$ cat config.mk
export PLATFORM = sky130hd
export DESIGN_NAME = player_hit_controller
export DESIGN_NICKNAME = d
export VERILOG_FILES = /design/src/rtl/game_pkg.sv /design/src/rtl/box_overlap_cmp.sv /design/src/rtl/player_hit_controller.sv
export SDC_FILE = /design/constraint.sdc
export NUM_CORES = 1
export LEC_CHECK = 0
export ABC_AREA = 1
export BUFFER_PORTS_ARGS = -buffer_cell sky130_fd_sc_hd__buf_2
export CAP_MARGIN = 20
export CELL_PAD_IN_SITES_DETAIL_PLACEMENT = 0
export CELL_PAD_IN_SITES_GLOBAL_PLACEMENT = 1
export CORE_ASPECT_RATIO = 0.5
export CORE_MARGIN = 3
export CORE_UTILIZATION = 32
export CTS_CLUSTER_DIAMETER = 100
export CTS_CLUSTER_SIZE = 24
export DETAILED_ROUTE_END_ITERATION = 10
export GPL_ROUTABILITY_DRIVEN = 0
export PLACE_DENSITY = 0.75
export SYNTH_ARGS = -nofsm -noshare
export SYNTH_HDL_FRONTEND = slang
export SYNTH_HIERARCHICAL = 1
export SYNTH_SLANG_ARGS = --single-unit
$ cat constraint.sdc
create_clock -name pclk -period 1.7 [get_ports pclk]
set_input_delay 0.17 -clock pclk [delete_from_list [all_inputs] [get_ports pclk]]
set_output_delay 0.17 -clock pclk [all_outputs]
set_load 0.01 [all_outputs]
$ cat src/rtl/game_pkg.sv
// game_pkg
//   Definitions shared by the gameplay blocks:
//   - pixel coordinate width
//   - default HP and player-box geometry
//   - hit-controller state encoding
//   - small geometry helper functions
package game_pkg;

  // Screen and frame geometry.
  localparam int COORD_W           = 12;

  // Player and HP defaults.
  localparam int HP_MAX_DEF        = 5;
  localparam int HP_W_DEF          = 3;
  localparam int PLAYER_W_DEF      = 20;
  localparam int PLAYER_H_DEF      = 20;
  localparam int INVULN_FRAMES_DEF = 60;

  typedef enum logic [1:0] {
    ST_IDLE   = 2'd0,
    ST_ARMED  = 2'd1,
    ST_INVULN = 2'd2,
    ST_DEAD   = 2'd3
  } hit_state_e;

  // Inclusive range test on widened coordinates, so the upper bound never wraps.
  function automatic logic in_span(input logic [COORD_W:0] p,
                                   input logic [COORD_W:0] lo,
                                   input logic [COORD_W:0] hi);
    return (p >= lo) && (p <= hi);
  endfunction

  // The raster origin marks the single start-of-frame cycle.
  function automatic logic is_frame_start(input logic [COORD_W-1:0] h,
                                          input logic [COORD_W-1:0] v);
    return (h == {COORD_W{1'b0}}) && (v == {COORD_W{1'b0}});
  endfunction

endpackage

$ cat src/rtl/box_overlap_cmp.sv
// box_overlap_cmp
//   Registered point-in-box comparator with one cycle of latency.
//   The coordinate (0,0) is the "no pixel" marker and never overlaps.
//
// Ports
//   clk_i       clock
//   rst_ni      synchronous, active-low reset (clears the result)
//   pt_x_i      point x coordinate (0 = none)
//   pt_y_i      point y coordinate (0 = none)
//   box_x_i     box left edge
//   box_y_i     box top edge
//   overlap_o   registered point-in-box result
module box_overlap_cmp
  import game_pkg::*;
#(
  parameter int BOX_W = PLAYER_W_DEF,
  parameter int BOX_H = PLAYER_H_DEF
) (
  input  logic               clk_i,
  input  logic               rst_ni,
  input  logic [COORD_W-1:0] pt_x_i,
  input  logic [COORD_W-1:0] pt_y_i,
  input  logic [COORD_W-1:0] box_x_i,
  input  logic [COORD_W-1:0] box_y_i,
  output logic               overlap_o
);

  localparam logic [COORD_W:0] SPAN_X = (COORD_W+1)'(BOX_W - 1);
  localparam logic [COORD_W:0] SPAN_Y = (COORD_W+1)'(BOX_H - 1);

  logic             valid_s;
  logic [COORD_W:0] px_s;
  logic [COORD_W:0] py_s;
  logic [COORD_W:0] bx_lo_s;
  logic [COORD_W:0] by_lo_s;
  logic [COORD_W:0] bx_hi_s;
  logic [COORD_W:0] by_hi_s;
  logic             ovl_d;
  logic             ovl_q;

  // Widen to one extra bit so that box_x + W - 1 cannot wrap near the screen edge.
  always_comb begin
    valid_s = (pt_x_i != {COORD_W{1'b0}}) && (pt_y_i != {COORD_W{1'b0}});
    px_s    = {1'b0, pt_x_i};
    py_s    = {1'b0, pt_y_i};
    bx_lo_s = {1'b0, box_x_i};
    by_lo_s = {1'b0, box_y_i};
    bx_hi_s = bx_lo_s + SPAN_X;
    by_hi_s = by_lo_s + SPAN_Y;
    ovl_d   = valid_s && in_span(px_s, bx_lo_s, bx_hi_s) && in_span(py_s, by_lo_s, by_hi_s);
  end

  // Result register.
  always_ff @(posedge clk_i) begin
    if (!rst_ni) begin
      ovl_q <= 1'b0;
    end else begin
      ovl_q <= ovl_d;
    end
  end

  assign overlap_o = ovl_q;

endmodule

$ cat src/rtl/player_hit_controller.sv
// player_hit_controller
//   Checks obstacle pixels against the player box and tracks the player's HP.
//   After each hit it runs a number of invulnerability frames.
//   It raises game_over when HP reaches zero.
//   All outputs are registered.
//   The latency from an obstacle pixel to hit is 2 pclk.
//
// Ports
//   pclk          pixel clock
//   rst_n         synchronous, active-low reset
//   hcount_in     raster x; (0,0) is the frame tick
//   vcount_in     raster y
//   game_on       gameplay active
//   menu_on       menu shown; aborts gameplay
//   obstacle_x    obstacle pixel x (0 = none)
//   obstacle_y    obstacle pixel y (0 = none)
//   player_x      player box left edge
//   player_y      player box top edge
//   hp            remaining HP
//   hit           one-cycle damage pulse
//   invulnerable  invulnerability frames running
//   game_over     HP reached zero (held until next game start)
module player_hit_controller
  import game_pkg::*;
#(
  parameter int HP_MAX        = HP_MAX_DEF,
  parameter int HP_W          = HP_W_DEF,
  parameter int PLAYER_W      = PLAYER_W_DEF,
  parameter int PLAYER_H      = PLAYER_H_DEF,
  parameter int INVULN_FRAMES = INVULN_FRAMES_DEF
) (
  input  logic               pclk,
  input  logic               rst_n,
  input  logic [COORD_W-1:0] hcount_in,
  input  logic [COORD_W-1:0] vcount_in,
  input  logic               game_on,
  input  logic               menu_on,
  input  logic [COORD_W-1:0] obstacle_x,
  input  logic [COORD_W-1:0] obstacle_y,
  input  logic [COORD_W-1:0] player_x,
  input  logic [COORD_W-1:0] player_y,
  output logic [HP_W-1:0]    hp,
  output logic               hit,
  output logic               invulnerable,
  output logic               game_over
);

  localparam int              CNT_W    = $clog2(INVULN_FRAMES + 1);
  localparam logic [CNT_W-1:0] CNT_LAST = CNT_W'(INVULN_FRAMES - 1);
  localparam logic [HP_W-1:0]  HP_LOAD  = HP_W'(HP_MAX);

  hit_state_e       state_q, state_d;
  logic [HP_W-1:0]  hp_q, hp_d;
  logic             hit_q, hit_d;
  logic             inv_q, inv_d;
  logic             over_q, over_d;
  logic [CNT_W-1:0] cnt_q, cnt_d;

  logic ovl_s;
  logic fstart_s;
  logic abort_s;
  logic last_hp_s;

  box_overlap_cmp #(
    .BOX_W (PLAYER_W),
    .BOX_H (PLAYER_H)
  ) u_box_overlap_cmp (
    .clk_i     (pclk),
    .rst_ni    (rst_n),
    .pt_x_i    (obstacle_x),
    .pt_y_i    (obstacle_y),
    .box_x_i   (player_x),
    .box_y_i   (player_y),
    .overlap_o (ovl_s)
  );

  // Per-cycle condition decode.
  always_comb begin
    fstart_s  = is_frame_start(hcount_in, vcount_in);
    abort_s   = menu_on || !game_on;
    // A hit at HP <= 1 is fatal, so HP can never underflow.
    last_hp_s = (hp_q <= HP_W'(1));
  end

  // Register every piece of state; reset clears everything, including a pending hit.
  always_ff @(posedge pclk) begin
    if (!rst_n) begin
      state_q <= ST_IDLE;
      hp_q    <= {HP_W{1'b0}};
      hit_q   <= 1'b0;
      inv_q   <= 1'b0;
      over_q  <= 1'b0;
      cnt_q   <= {CNT_W{1'b0}};
    end else begin
      state_q <= state_d;
      hp_q    <= hp_d;
      hit_q   <= hit_d;
      inv_q   <= inv_d;
      over_q  <= over_d;
      cnt_q   <= cnt_d;
    end
  end

  // Next-state logic; an abort outranks a same-cycle overlap.
  always_comb begin
    state_d = state_q;
    case (state_q)
      ST_IDLE: begin
        if (!abort_s) begin
          state_d = ST_ARMED;
        end else begin
          state_d = ST_IDLE;
        end
      end
      ST_ARMED: begin
        if (abort_s) begin
          state_d = ST_IDLE;
        end else if (ovl_s) begin
          state_d = last_hp_s ? ST_DEAD : ST_INVULN;
        end else begin
          state_d = ST_ARMED;
        end
      end
      ST_INVULN: begin
        if (abort_s) begin
          state_d = ST_IDLE;
        end else if (fstart_s && (cnt_q == CNT_LAST)) begin
          state_d = ST_ARMED;
        end else begin
          state_d = ST_INVULN;
        end
      end
      ST_DEAD: begin
        if (abort_s) begin
          state_d = ST_IDLE;
        end else begin
          state_d = ST_DEAD;
        end
      end
      default: begin
        state_d = ST_IDLE;
      end
    endcase
  end

  // Next values of the registered outputs and the frame counter; hp and game_over survive an abort.
  always_comb begin
    hp_d   = hp_q;
    hit_d  = 1'b0;
    inv_d  = inv_q;
    over_d = over_q;
    cnt_d  = cnt_q;
    case (state_q)
      ST_IDLE: begin
        inv_d = 1'b0;
        if (!abort_s) begin
          hp_d   = HP_LOAD;
          over_d = 1'b0;
          cnt_d  = {CNT_W{1'b0}};
        end else begin
          hp_d   = hp_q;
          over_d = over_q;
        end
      end
      ST_ARMED: begin
        if (abort_s) begin
          inv_d = 1'b0;
        end else if (ovl_s) begin
          hit_d = 1'b1;
          if (last_hp_s) begin
            hp_d   = {HP_W{1'b0}};
            over_d = 1'b1;
          end else begin
            hp_d  = hp_q - HP_W'(1);
            cnt_d = {CNT_W{1'b0}};
            inv_d = 1'b1;
          end
        end else begin
          inv_d = 1'b0;
        end
      end
      ST_INVULN: begin
        if (abort_s) begin
          inv_d = 1'b0;
        end else if (fstart_s) begin
          if (cnt_q == CNT_LAST) begin
            inv_d = 1'b0;
          end else begin
            cnt_d = cnt_q + CNT_W'(1);
          end
        end else begin
          cnt_d = cnt_q;
        end
      end
      ST_DEAD: begin
        inv_d = 1'b0;
        if (abort_s) begin
          over_d = over_q;
        end else begin
          hp_d   = {HP_W{1'b0}};
          over_d = 1'b1;
        end
      end
      default: begin
        hp_d   = {HP_W{1'b0}};
        inv_d  = 1'b0;
        over_d = 1'b0;
        cnt_d  = {CNT_W{1'b0}};
      end
    endcase
  end

  assign hp           = hp_q;
  assign hit          = hit_q;
  assign invulnerable = inv_q;
  assign game_over    = over_q;

endmodule
Word level (Yosys, flattened, before mapping). Index checks and enable logic that the tools add are counted.

Bits in registers: 15. Input port bits: 76. Output and inout bits: 6. Word-level logic and storage cells: 92.

$add $sub $neg: 4. Magnitude comparators: 5. Equality and inequality tests: 16. Muxes and demuxes: 36. Bitwise gates (word level): 2. Reduce and logical (&&, ||, !) cells: 22.

Operators by type and width (count): $mux 6 (7); $add 12x5->13 const B (2); $le 12x13->1 (2); $ge 12x12->1 (2); $logic_not 12->1 (2); $reduce_bool 12->1 (2); $pmux 6 s3 (1); $ne 2x2->1 const B (8); $mux 3 (5); $mux 1 (14); $mux 2 (5); $pmux 3 s3 (1); $pmux 2 s4 (1); $reduce_and 8->1 (1); $logic_and 1x1->1 (7); $add 6x1->6 const B (1); $eq 6x6->1 const B (1); $ne 3x3->1 const B (2); $pmux 1 s3 (2); $reduce_and 6->1 (1); $reduce_bool 3->1 (2); $reduce_and 5->1 (1); $eq 2x2->1 const B (2); $ne 4x4->1 const B (1); other kinds (11) (12).

Depth between registers and ports, before layout.
Depth after elaboration: 6. Mapped depth: 20. Mapped depth without buffers: 20.

By module. The synthesis kept the hierarchy.

By module, submodules not included: box_overlap_cmp (instances 1, cells each 289, area an instance 1799.2 um2, sequential area each 20.0 um2); player_hit_controller (instances 1, cells each 141, area an instance 907.1 um2, sequential area each 280.3 um2).

Worst setup path after synthesis. No wires, ideal clock.

Path type: in2reg. Start point: input port player_x[0]. End point: register u_box_overlap_cmp.ovl_q (netlist: u_box_overlap_cmp/overlap_o). Setup time: 0.111 ns. Arrival: 1.736 ns. Required time: 1.589 ns. Path slack: -0.147 ns. Stages on the path: 18. Path buffers: 0. Cells stage by stage: inv_1 -> ha_1 -> nor2_1 -> nand2_1 -> nand2_2 -> nand2_1 -> nor2_1 -> xor2_1 -> ha_1 -> nand2_1 -> inv_1 -> nand2_1 -> nor2_1 -> nand3_1 -> nand2_1 -> nand2_1 -> nand2_1 -> nor2_1.

Word-level cells in the longest chain between the ends: 5. Elaborated cells on any way between the ends: 6. Those cells by class: 1 x add/sub; 2 x order compare; 3 x reduce/logical.

RTL lines: start, declared (RTL line player_hit_controller.sv:40) `input logic [COORD_W-1:0] player_x,`; $add 12x5->13 (RTL line box_overlap_cmp.sv:48) `bx_hi_s = bx_lo_s + SPAN_X;`; $le 12x13->1 (RTL line game_pkg.sv:30) `return (p >= lo) && (p <= hi);`; $logic_and 1x1->1 (*) (RTL line game_pkg.sv:30); $logic_and 1x1->1 (*) (2 in series) (RTL line box_overlap_cmp.sv:50) `ovl_d = valid_s && in_span(px_s, bx_lo_s, bx_hi_s) && in_span(py_s, by_lo_s, by_hi_s);`; end signal, assigned (RTL line box_overlap_cmp.sv:58) `ovl_q <= ovl_d;`; end, declared (RTL line box_overlap_cmp.sv:39) `logic ovl_q;`.

Mark *: on every way between the ends. The rest lies on a longest branch, timed or not. A chain may end at the register's enable or synchronous reset.

Worst setup path after layout.
Start point: input port player_y[0]. End point: register u_box_overlap_cmp.ovl_q (netlist: u_box_overlap_cmp/overlap_o).

Word-level cells in the longest chain between the ends: 4. Elaborated cells on any way between the ends: 5. Those cells by class: 1 x add/sub; 2 x order compare; 2 x reduce/logical.

RTL lines: start, declared (RTL line player_hit_controller.sv:41) `input logic [COORD_W-1:0] player_y,`; $add 12x5->13 (RTL line box_overlap_cmp.sv:49) `by_hi_s = by_lo_s + SPAN_Y;`; $le 12x13->1 (RTL line game_pkg.sv:30); $logic_and 1x1->1 (*) (RTL line game_pkg.sv:30); $logic_and 1x1->1 (*) (RTL line box_overlap_cmp.sv:50).

Marks and branches as above.

==> summary.md <==
| Metric | Value |
|---|---|
| Outcome | finished, violations left |
| Failing checks | setup timing |
| Synth area leaders | ha_1, nand2_1, dfxtp_1, nor2_1, inv_1 |
| TritonCTS clock tree | built |
| Commonest non-fill, non-tap cell in the layout | nand2_1 |
| Mux cell area share after synthesis | 0 |
| Total die area | ~0.0097 mm2 |
| FP Rows | 23 |
| Yosys top cell area share | 0.245 |
| Worst path bufs/invs | 3 |
| Most Frequent Cell on Critical Path | nand2_1 |
| Distinct cell type count after synthesis | 34 |
| CP max FO | 3 |
| GR Layer Usage met2 | 0.238 |
| Initial antenna violation count | 0 |
| Post-DP HPWL | between 6000 and 7000 um |
| Cells after DPL | ~650 |
| Highest clock rate | 574 MHz |
| Post-Synth Adder-Cell Area | 0.245 |
| Crit path arrival time | approximately 1.9 ns |
| CTS root buffer | clkbuf_16 |
| Final Routed Wirelength | 6960 um |
| Largest delay contributor family on the critical path | simple AND/OR/NAND/NOR gates |
| Fin crit share | 1.02 |
| PnR worst setup slack | -0.0423 ns |
| Startpoint types | primary input |
| Inserted Clock Buffers | 3 |
| Post-route setup TNS | -0.0423 ns |
| Synth Area in Compound Gates | 0.114 |
| Nets@finish | between 600 and 700 |
| Layout cell share with drive strength beyond 1 | 0.301 |
| Average wire per standard cell | approximately 10 um |
| Synth area leader | ha_1 |
| GR Util met1 | 0.199 |
| Main combinational cell family by area after synthesis | simple AND/OR/NAND/NOR gates |
| Routed vias | between 2000 and 3000 |
| XOR/XNOR Fraction of Synth Area | 0.0647 |
| Worst path required time | ~1.9 ns |
| # setup viols final | 1 |
| Commonest non-fill, non-tap cells in the layout | nand2_1, buf_2, nor2_1, inv_1, ha_1 |
| Clock Skew | between 0.004 and 0.005 ns |
| Slew headroom | 0.793 |
| Clk slew on worst S/H paths | about 0.050 ns |
| Min Tclk post-route | between 1.5 and 2 ns |
| Finished Layout Cells | ~660 |
| Busiest grt layer | met2 |
| GRT overflow | 0 |
| I/O Pins | 82 |
| Number of global-route vias before repair | ~2700 |
| Core area | between 0.008 and 0.009 mm2 |
| Worst-skew pair later-pin latency | approximately 0.24 ns |
| Pwr/cell area | approximately 420 mW/mm2 |
| Post-synthesis simple-gate area fraction | 0.368 |
| Vias/cell | ~4.5 |
| Worst vdd ir | roughly 0.27 mV |
| Slew at the pin with the worst max-slew slack | between 0.3 and 0.4 ns |
| WS Path Type | primary input to flip-flop |
| Grt met3 use | 0.0156 |
| Area delta synth->final | 38.4% |
| Total track usage | 0.141 |
| Synth Warn # | 6 |
| Global-route wire length before repair | around 12000 um |
| Worst-case clock buffer depth | 2 |
| Sequential share of the synthesized area | 0.111 |
| Synth Register Bits | 15 |
| H-tree depth | 1 |
| DRC viols | 0 |
| # port buffers | slightly above 80 |
| HP Class | primary input to flip-flop |
| Max_cap viols | 0 |
| Largest net degree at the start of global routing | 11 |
| Synth Cell Area | around 0.0027 mm2 |
| Syn Inst Count | 430 |
| Leakage power | 2.01 nW |
| R2R Setup Slk | ~0.17 ns |
| Initial core utilization | 0.333 |
| Final hold violations | 0 |
| Clock Sinks | 15 |
| CP peak stage delay | roughly 0.27 ns |
| Post-synth net total | around 560 |
| ANT cells | 0 |
| RSZ-0062 raised after global routing | yes |
| Die height | around 71 um |
| Pre-Repair DR Iteration Count | 4 |
| CP cell instances | buf_8 -> inv_6 -> ha_4 -> inv_2 -> nand3_2 -> nand2_4 -> nand2_4 -> nor3_2 -> xor2_1 -> ha_1 -> a21oi_2 -> o21bai_1 -> nand2_1 -> nand3_1 -> nand2_1 -> nand2_1 -> nor2_1 |
| Iter 0 DRT Violations | a little under 70 |
| Avg Synthesized Cell Area | between 6 and 7 um2 |
| CP Capture Type | flip-flop |
| Detail Route Antenna Nets | 0 |
| CP max-delay cell | ha_1 |
| Die Wd | approximately 140 um |
| Pins over their slew limit | 0 |
==> through the flow <==
stage	util	power [mW]	hold WS [ns]	worst slack, ns	area, um2
detailed placement	0.439	1.09	0.462	-0.389	3560
CTS	0.459	1.58	0.312	-0.0465	3730
floorplan	-	0.806	0.291	-0.0294	2770
finish	0.462	1.57	0.304	-0.0423	3750
global route	0.462	1.70	0.334	-0.243	3750
global placement	0.439	1.09	0.453	-0.343	3560
==> worst register-to-register path: cells and delay by family, from the launching register on <==
| family | cells | cell delay, ns |
|---|---|---|
| compound gates | 2 | 0.35 |
| flops | 1 | 0.34 |
| fa+ha+maj | 1 | 0.18 |
| simple gates | 4 | 0.45 |
| buf+inv | 1 | 0.08 |
==> final cells by class <==
cell class | instances | area, um2
fillers | 851 | 4370
clock buffers | 4 | 78.8
well taps | 112 | 140
repair buffers | 117 | 717
inverters | 70 | 295
flip-flops and latches | 15 | 300
multi-input cells | 345 | 2210
==> synthesized netlist by cell type (all sizes together) <==
cell / n
a211oi: 1
a21o: 3
a21oi: 29
a22oi: 1
a31oi: 1
and2: 1
clkinv: 1
dfxtp: 15
ha: 53
inv: 69
nand2: 102
nand3: 29
nand3b: 2
nand4: 8
nor2: 70
nor3: 9
nor3b: 1
o21ai: 9
o21bai: 5
or2: 1
xnor2: 1
xor2: 19
==> flip-flops by register name, indices dropped and copies added, names as in the netlist <==
name                         cells
invulnerable                     1
cnt_q                            6
hit                              1
state_q                          2
hp                               3
u_box_overlap_cmp/overlap_o      1
game_over                        1
==> kinds of logic after synthesis <==
| kind of cell | Yosys count |
|---|---|
| buffers and inverters | 70 |
| adders and majority gates | 53 |
| AOI/OAI and AO/OA | 49 |
| xor gates and xnor gates | 20 |
| DFF | 15 |
| and+or+nand+nor | 223 |
==> repair_timing <==
item,in CTS,in global routing
buffers inserted,5,0
pin swaps,16,5
hold buffers,0,0
setup endpoints to repair,1,1
resized for setup,13,6
==> path summary, 6_finish.rpt <==
path	start	end	depth (start not counted)
setup reg to reg	hp[1]	cnt_q[2]	8
hold / removal	rst_n	cnt_q[3]	3
hold reg to reg	invulnerable	invulnerable	2
setup / recovery	player_y[0]	u_box_overlap_cmp/overlap_o	17
==> per-layer routing <==
layer,part of all wire,wire [um]
met1,0.51,3560
met3,0.056,393
met2,0.43,2980
met5,0,0
met4,0.0032,22
==> where the power goes <==
part	switching, mW	internal (mW)
registers	0.0105	0.364
logic	0.394	0.342
clock network	0.140	0.317
Note: power is estimated with default switching activity, not from simulation.
